## src/rtl/adc_ram_unpacker.sv

```systemverilog
// Reads a capture RAM holding 4 frames per 3 words and streams one 96-bit,
// 8-channel frame per valid/ready transfer.
module adc_ram_unpacker #(
    parameter int RD_LATENCY = 2,
    parameter int MAX_FRAMES = 21844
) (
    input  logic         adc_clkinp,
    input  logic         iResetN,
    input  logic         iDataReady,
    input  logic [15:0]  iRecLength,
    output logic         oRDEN,
    output logic [13:0]  oRAddr,
    input  logic [127:0] iRAMData,
    output logic [95:0]  oFrameData,
    output logic         oFrameValid,
    input  logic         iFrameReady,
    output logic         oBusy,
    output logic         oDone,
    output logic [1:0]   oState
);

    localparam logic [1:0]  S_IDLE  = 2'd0;
    localparam logic [1:0]  S_RUN   = 2'd1;
    localparam logic [1:0]  S_DONE  = 2'd2;
    localparam logic [15:0] MAX_LEN = 16'(MAX_FRAMES);

    logic [1:0]   r_state;
    logic         r_drdy_q;
    logic         r_armed;
    logic [15:0]  r_nframes;
    logic [16:0]  r_words_total;
    logic [16:0]  r_rd_cnt;
    logic         r_rden;
    logic [13:0]  r_raddr;
    logic [RD_LATENCY-1:0] r_vpipe;
    logic [127:0] r_fifo [4];
    logic [1:0]   r_wptr;
    logic [1:0]   r_rptr;
    logic [2:0]   r_fifo_cnt;
    logic [1:0]   r_phase;
    logic [15:0]  r_loaded;
    logic [15:0]  r_xfer;
    logic         r_fvalid;
    logic [95:0]  r_fdata;

    logic [15:0]  w_len;
    logic [16:0]  w_words;
    logic         w_start;
    logic         w_xfer;
    logic         w_last_xfer;
    logic         w_push;
    logic         w_pop;
    logic         w_load;
    logic         w_have;
    logic         w_need2;
    logic [1:0]   w_rptr_n1;
    logic [95:0]  w_frame;
    logic [3:0]   w_inflight;
    logic [3:0]   w_occ;
    logic         w_issue;

    // A start needs iDataReady to have been seen low since reset, so a level
    // that is already high at reset release is not mistaken for a rising edge.
    assign w_start = (r_state == S_IDLE) && r_armed && iDataReady && !r_drdy_q;
    assign w_len   = (iRecLength > MAX_LEN) ? MAX_LEN : iRecLength;
    assign w_words = 17'(({2'b00, w_len} * 18'd3 + 18'd3) >> 2);

    // Handshake: oFrameValid/oFrameData are registered and held unchanged until
    // a cycle with iFrameReady high; that cycle is the transfer.
    assign w_xfer      = r_fvalid && iFrameReady;
    assign w_last_xfer = w_xfer && (r_xfer == r_nframes - 16'd1);

    assign w_push    = r_vpipe[RD_LATENCY-1] && (r_state == S_RUN);
    assign w_rptr_n1 = r_rptr + 2'd1;

    // Frame phase selects which slices of the head (and following) word form
    // the frame; phases 1..3 finish the head word, so it is popped.
    always_comb begin
        w_frame = '0;
        w_need2 = 1'b0;
        case (r_phase)
            2'd0: w_frame = r_fifo[r_rptr][127:32];
            2'd1: begin
                w_frame = {r_fifo[r_rptr][31:0], r_fifo[w_rptr_n1][127:64]};
                w_need2 = 1'b1;
            end
            2'd2: begin
                w_frame = {r_fifo[r_rptr][63:0], r_fifo[w_rptr_n1][127:96]};
                w_need2 = 1'b1;
            end
            default: w_frame = r_fifo[r_rptr][95:0];
        endcase
    end

    assign w_have = w_need2 ? (r_fifo_cnt >= 3'd2) : (r_fifo_cnt != 3'd0);
    assign w_load = (r_state == S_RUN) && (!r_fvalid || w_xfer) &&
                    (r_loaded != r_nframes) && w_have;
    assign w_pop  = w_load && (r_phase != 2'd0);

    always_comb begin
        w_inflight = {3'b000, r_rden};
        for (int i = 0; i < RD_LATENCY; i++) begin
            w_inflight = w_inflight + {3'b000, r_vpipe[i]};
        end
    end

    // Occupancy counts the word popped this cycle as already gone, so a freed
    // slot can be refilled without a bubble while never exceeding 4 words.
    assign w_occ   = {1'b0, r_fifo_cnt} + w_inflight - {3'b000, w_pop};
    assign w_issue = (r_state == S_RUN) && !w_last_xfer && (w_occ < 4'd4) &&
                     (r_rd_cnt < r_words_total);

    always_ff @(posedge adc_clkinp or negedge iResetN) begin
        if (!iResetN) begin
            r_state       <= S_IDLE;
            r_drdy_q      <= 1'b0;
            r_armed       <= 1'b0;
            r_nframes     <= '0;
            r_words_total <= '0;
        end else begin
            r_drdy_q <= iDataReady;
            if (!iDataReady) begin
                r_armed <= 1'b1;
            end
            case (r_state)
                S_IDLE: begin
                    if (w_start) begin
                        r_nframes     <= w_len;
                        r_words_total <= w_words;
                        r_state       <= (w_len == 16'd0) ? S_DONE : S_RUN;
                    end
                end
                S_RUN: begin
                    if (w_last_xfer) begin
                        r_state <= S_DONE;
                    end
                end
                S_DONE: begin
                    if (!iDataReady) begin
                        r_state <= S_IDLE;
                    end
                end
                default: r_state <= S_IDLE;
            endcase
        end
    end

    // oRAddr holds the address being read while oRDEN is high and advances
    // after each read, so it ends at the word count.
    always_ff @(posedge adc_clkinp or negedge iResetN) begin
        if (!iResetN) begin
            r_rden   <= 1'b0;
            r_raddr  <= '0;
            r_rd_cnt <= '0;
            r_vpipe  <= '0;
        end else begin
            r_vpipe[0] <= r_rden;
            for (int i = 1; i < RD_LATENCY; i++) begin
                r_vpipe[i] <= r_vpipe[i-1];
            end
            if (w_start) begin
                r_raddr  <= '0;
                r_rden   <= (w_len != 16'd0);
                r_rd_cnt <= (w_len != 16'd0) ? 17'd1 : 17'd0;
            end else begin
                if (r_rden) begin
                    r_raddr <= r_raddr + 14'd1;
                end
                r_rden <= w_issue;
                if (w_issue) begin
                    r_rd_cnt <= r_rd_cnt + 17'd1;
                end
            end
        end
    end

    always_ff @(posedge adc_clkinp) begin
        if (w_push) begin
            r_fifo[r_wptr] <= iRAMData;
        end
    end

    always_ff @(posedge adc_clkinp or negedge iResetN) begin
        if (!iResetN) begin
            r_wptr     <= '0;
            r_rptr     <= '0;
            r_fifo_cnt <= '0;
        end else if (w_start) begin
            r_wptr     <= '0;
            r_rptr     <= '0;
            r_fifo_cnt <= '0;
        end else begin
            if (w_push) begin
                r_wptr <= r_wptr + 2'd1;
            end
            if (w_pop) begin
                r_rptr <= r_rptr + 2'd1;
            end
            r_fifo_cnt <= r_fifo_cnt + {2'b00, w_push} - {2'b00, w_pop};
        end
    end

    always_ff @(posedge adc_clkinp or negedge iResetN) begin
        if (!iResetN) begin
            r_fvalid <= 1'b0;
            r_fdata  <= '0;
            r_phase  <= '0;
            r_loaded <= '0;
            r_xfer   <= '0;
        end else if (w_start) begin
            r_fvalid <= 1'b0;
            r_phase  <= '0;
            r_loaded <= '0;
            r_xfer   <= '0;
        end else begin
            if (w_load) begin
                r_fdata  <= w_frame;
                r_fvalid <= 1'b1;
                r_phase  <= r_phase + 2'd1;
                r_loaded <= r_loaded + 16'd1;
            end else if (w_xfer) begin
                r_fvalid <= 1'b0;
            end
            if (w_xfer) begin
                r_xfer <= r_xfer + 16'd1;
            end
        end
    end

    assign oRDEN       = r_rden;
    assign oRAddr      = r_raddr;
    assign oFrameData  = r_fdata;
    assign oFrameValid = r_fvalid;
    assign oBusy       = (r_state == S_RUN);
    assign oDone       = (r_state == S_DONE);
    assign oState      = r_state;

endmodule
```

## config.mk

```make
export PLATFORM = sky130hd
export DESIGN_NAME = adc_ram_unpacker
export DESIGN_NICKNAME = d
export VERILOG_FILES = /design/src/rtl/adc_ram_unpacker.sv
export SDC_FILE = /design/constraint.sdc
export NUM_CORES = 1
export LEC_CHECK = 0
export ABC_AREA = 1
export ABC_CLOCK_PERIOD_IN_PS = 8500
export CORE_MARGIN = 3
export CORE_UTILIZATION = 59
export CTS_CLUSTER_DIAMETER = 50
export DETAILED_ROUTE_END_ITERATION = 7
export PLACE_DENSITY = 0.8
export RECOVER_POWER = 100
export SETUP_SLACK_MARGIN = 0.02
export SLEW_MARGIN = 20
export SYNTH_ARGS = -nofsm -noshare
export SYNTH_HDL_FRONTEND = slang
export SYNTH_SLANG_ARGS = --single-unit
```

## constraint.sdc

```tcl
create_clock -name adc_clkinp -period 8.5 [get_ports adc_clkinp]
set_clock_uncertainty 0.1 [all_clocks]
set_input_delay 2.125 -clock adc_clkinp [delete_from_list [all_inputs] [get_ports adc_clkinp]]
set_output_delay 2.125 -clock adc_clkinp [all_outputs]
set_load 0.02 [all_outputs]
```

==> tab_implementation.tex <==
\begin{tabular}{lr}
\hline
Metric & Value \\
\hline
\multicolumn{2}{l}{\textbf{Cells and area}} \\
Area added between synthesis and finish & 15.9\% \\
Post-route cell area & 40600 um2 \\
NumNets Final & 4115 \\
Leading cell types in the layout, fill and taps excluded & nand2\_1, edfxtp\_1, o21ai\_0 \\
Proportion of layout cells with a drive suffix above 1 & 0.0532 \\
Leading cell type in the layout, fill and taps excluded & nand2\_1 \\
\multicolumn{2}{l}{\textbf{Logic synthesis}} \\
Synthesis warning total & 0 \\
Proportion of register bits with asynchronous set or reset after synthesis & 0.289 \\
Number of enable-type register cells in the synthesized netlist & 512 \\
Post-synthesis sequential element count & 720 \\
Most instantiated flip-flop cell in the synthesis netlist & edfxtp\_1 \\
Cell variety after synth & 58 \\
Portion of the post-synthesis area used by sequential elements & 0.588 \\
Post-synthesis cell area & 35000 um2 \\
Mean post-synth cell area & 9.39 um2 \\
Mapped Cells & 3728 \\
\multicolumn{2}{l}{\textbf{Global routing}} \\
Met2 Use GR & 0.480 \\
Largest net degree at the start of global routing & 129 \\
Leftover overflow at the end of global routing & 0 \\
First-pass GRT wire length & 154000 um \\
Met3 usage & 0.0940 \\
Met1 global-route usage & 0.447 \\
Gr busiest metal & met2 \\
Number of antenna violations at the first check in global routing & 33 \\
Via count of the first global-routing pass & 26327 \\
Total global routing track utilization & 0.321 \\
\multicolumn{2}{l}{\textbf{Critical path}} \\
CP most frequent cell & a21oi\_1 \\
WS Path Type & reg2reg \\
Capturing point of the worst reg2reg path & oFrameData[49] \\
Critical path startpoint category & flop \\
Required time of the worst setup path & 8.87 ns \\
Worst-case reg-to-reg path depth & 11 \\
R2R setup slack & 1.66 ns \\
Slowest cell on the critical path & clkbuf\_1 \\
Largest fanout of any net on the critical path & 115 \\
Endpoint kind of the worst setup timing path & flop \\
Arrival time at the worst endpoint & 7.21 ns \\
Critical register-to-register path startpoint & r\_rptr[1] \\
Beginning of the critical path & r\_rptr[1] \\
Worst-path cell chain & clkbuf\_1, inv\_4, buf\_12, o21ai\_0, a21oi\_1, a21oi\_1, o22ai\_1, a21oi\_1, nor2\_1, a21oi\_1, o21ai\_0 \\
Critical path's largest stage delay & 2.60 ns \\
\multicolumn{2}{l}{\textbf{STA}} \\
Worst slew margin relative to its limit & -2.14 \\
Max-slew violation count & 755 \\
Setup-failing EPs final & 0 \\
Final min period & 6.84 ns \\
Hold violation count in the final report & 0 \\
Setup repair after global routing missed its margin & false \\
Achievable Freq & 146 MHz \\
Final setup TNS & 0 ns \\
Worst Max-Slew Pin Slew & 4.71 ns \\
Post-route fraction of the period consumed by the critical path & 0.804 \\
\multicolumn{2}{l}{\textbf{Run status}} \\
Violations in the final reports & capacitance limit, slew limit \\
Outcome & finished with violations \\
\multicolumn{2}{l}{\textbf{Route}} \\
Count of TritonRoute iterations in the first routing pass & 8 \\
Vias per std cell & 6.03 \\
DRC Markers & 0 \\
Vias & 28599 \\
Drt total wl & 103000 um \\
Post-DR wirelength/cell & 21.7 um \\
ANT nets after route & 0 \\
Iteration-0 DRC Markers & 3791 \\
\multicolumn{2}{l}{\textbf{Placed design}} \\
Cell area after placement & 38000 um2 \\
Global placement routability congestion & 0.926 \\
\# port buffers & 263 \\
Post-DP HPWL & 64400 um \\
\multicolumn{2}{l}{\textbf{Floorplan}} \\
Boundary pin count & 264 \\
Die ar. & 62300 um2 \\
Width of the die & 250 um \\
Standard-cell rows & 88 \\
Core Region & 58100 um2 \\
Vertical die dimension & 250 um \\
Initial standard-cell utilization of the core & 0.602 \\
\multicolumn{2}{l}{\textbf{Worst hold path}} \\
Worst min-delay path class & reg2reg \\
WHS Path Cells & 0 \\
End of the worst hold path & r\_vpipe[1] \\
Startpoint of the worst hold path & r\_vpipe[0] \\
\multicolumn{2}{l}{\textbf{Clocking}} \\
Sinks on the clock net & 720 \\
Clock edge transition at the registers on the reported setup and hold paths & 0.06 ns \\
Clock insertion delay at the later pin of the skew report & 0.63 ns \\
Root Buffer & clkbuf\_16 \\
TritonCTS clock tree & yes \\
Clock Path Buffers & 3 \\
Hold-fix buffers at CTS & 0 \\
Number of buffers inserted to repair setup after CTS & 0 \\
PostCTS Resize Cnt & 0 \\
Deepest level of the CTS H-tree & 3 \\
Total CTS buffers & 80 \\
\multicolumn{2}{l}{\textbf{Pwr}} \\
NetSw & 5970 uW \\
Leakage component of the power & 0.0166 uW \\
Clock network power share & 0.243 \\
Sequential share of power & 0.338 \\
Comb pwr share & 0.419 \\
Power density over cell area & 342 nW/um2 \\
Net switching share of the total power & 0.430 \\
Maximum ir drop on the vdd rail & 0.269 mV \\
Design internal power & 7910 uW \\
\multicolumn{2}{l}{\textbf{Job}} \\
Max-Cap Viols & 12 \\
\hline
\end{tabular}
==> flip-flops by register name, summed over array words and instances, names as in the netlist, 3 cells and up <==
name and cells:
r_words_total 16, oRAddr 14, r_loaded 16, r_rd_cnt 17, r_xfer 16, r_fifo 512
r_nframes 16, oFrameData 96, r_fifo_cnt 3
==> cell usage after synthesis, types with 3 or more instances <==
| library cell | count | area share |
|---|---|---|
| a211oi_1 | 9 | 0.0019 |
| a21o_1 | 3 | 0.00064 |
| a21oi_1 | 224 | 0.032 |
| a22o_1 | 8 | 0.0020 |
| a31oi_1 | 18 | 0.0032 |
| buf_1 | 18 | 0.0019 |
| buf_2 | 69 | 0.0099 |
| buf_4 | 4 | 0.00086 |
| clkbuf_1 | 119 | 0.013 |
| dfrtp_1 | 208 | 0.15 |
| edfxtp_1 | 512 | 0.44 |
| ha_1 | 69 | 0.025 |
| inv_1 | 266 | 0.029 |
| inv_2 | 12 | 0.0013 |
| mux2_2 | 4 | 0.0013 |
| nand2_1 | 1014 | 0.11 |
| nand2_2 | 15 | 0.0027 |
| nand3_1 | 255 | 0.036 |
| nand4_1 | 12 | 0.0021 |
| nor2_1 | 209 | 0.022 |
| nor2_2 | 5 | 0.00089 |
| nor2_4 | 3 | 0.00097 |
| nor3_1 | 40 | 0.0057 |
| nor4_1 | 8 | 0.0014 |
| o2111ai_1 | 33 | 0.0083 |
| o211ai_1 | 24 | 0.0051 |
| o21a_1 | 6 | 0.0013 |
| o21ai_0 | 400 | 0.057 |
| o21ai_1 | 6 | 0.00086 |
| o221ai_1 | 10 | 0.0025 |
| o22ai_1 | 38 | 0.0068 |
| o2bb2ai_1 | 3 | 0.00075 |
| o311ai_0 | 5 | 0.0013 |
| o31ai_1 | 12 | 0.0026 |
| or2_2 | 6 | 0.0011 |
| xnor2_1 | 19 | 0.0048 |
| xor2_1 | 34 | 0.0085 |
==> per-stage QoR <==
stage	power, uW	utilization	instances	hold WS (ns)	worst slack, ns
after floorplan	8290	-	3729	0.267	1.25
after global placement	10300	0.654	4579	0.283	2.44
after detailed placement	10400	0.654	4579	0.317	2.34
after CTS	13800	0.699	4728	0.310	2.97
after global routing	14600	0.697	4739	0.303	1.37
final	13900	0.698	4742	0.300	1.66
==> worst max-delay path by stage <==
stage,end,slack [ns],cells past startpoint
after floorplan,r_fifo[0][0],1.25,4
after global placement,r_rd_cnt[2],2.44,16
after detailed placement,r_rd_cnt[4],2.34,16
after CTS,r_rd_cnt[4],2.97,16
after global routing,r_rd_cnt[5],1.37,16
final,oFrameData[49],1.66,11
==> final cells by class <==
class,instances,area (um2)
Antenna cell,14,35.0
Clock buffer,107,2210
Clock inverter,42,363
Fill cell,4219,17600
Inverter,279,1060
Multi-Input combinational cell,2519,12500
Sequential cell,720,20600
Tap cell,765,957
Timing Repair Buffer,296,2860
==> worst max-delay path, delay by kind of cell, from the launching register on <==
family | cells | cell delay, ns
compound gates | 7 | 1.33
flops | 1 | 1.06
buf+inv | 3 | 4.06
simple gates | 1 | 0.05
==> layer usage <==
layer / part of all wire / vias to the layer above
met4: 0.032 / 16
li1: - / 13182
met5: 0.00096 / -
met3: 0.13 / 270
met2: 0.45 / 1767
met1: 0.39 / 13364
==> logic make-up after synthesis <==
kind of cell / count (synthesis) / synth area share
xor+xnor: 53 / 0.0133
flops: 720 / 0.588
buf+inv: 490 / 0.0557
simple gates: 1580 / 0.187
other cells: 2 / 0.000215
compound gates: 808 / 0.129
fa+ha+maj: 71 / 0.0258
mux: 4 / 0.00129
==> power groups by stage <==
stage	logic, uW	clock network, uW	registers (uW)
2_1_floorplan	3450	0	4840
3_3_place_gp	5570	0	4730
5_1_grt	6280	3540	4740
3_5_place_dp	5700	0	4740
6_report	5810	3370	4700
4_1_cts	5760	3390	4680
(Power assumes the default switching activity.)
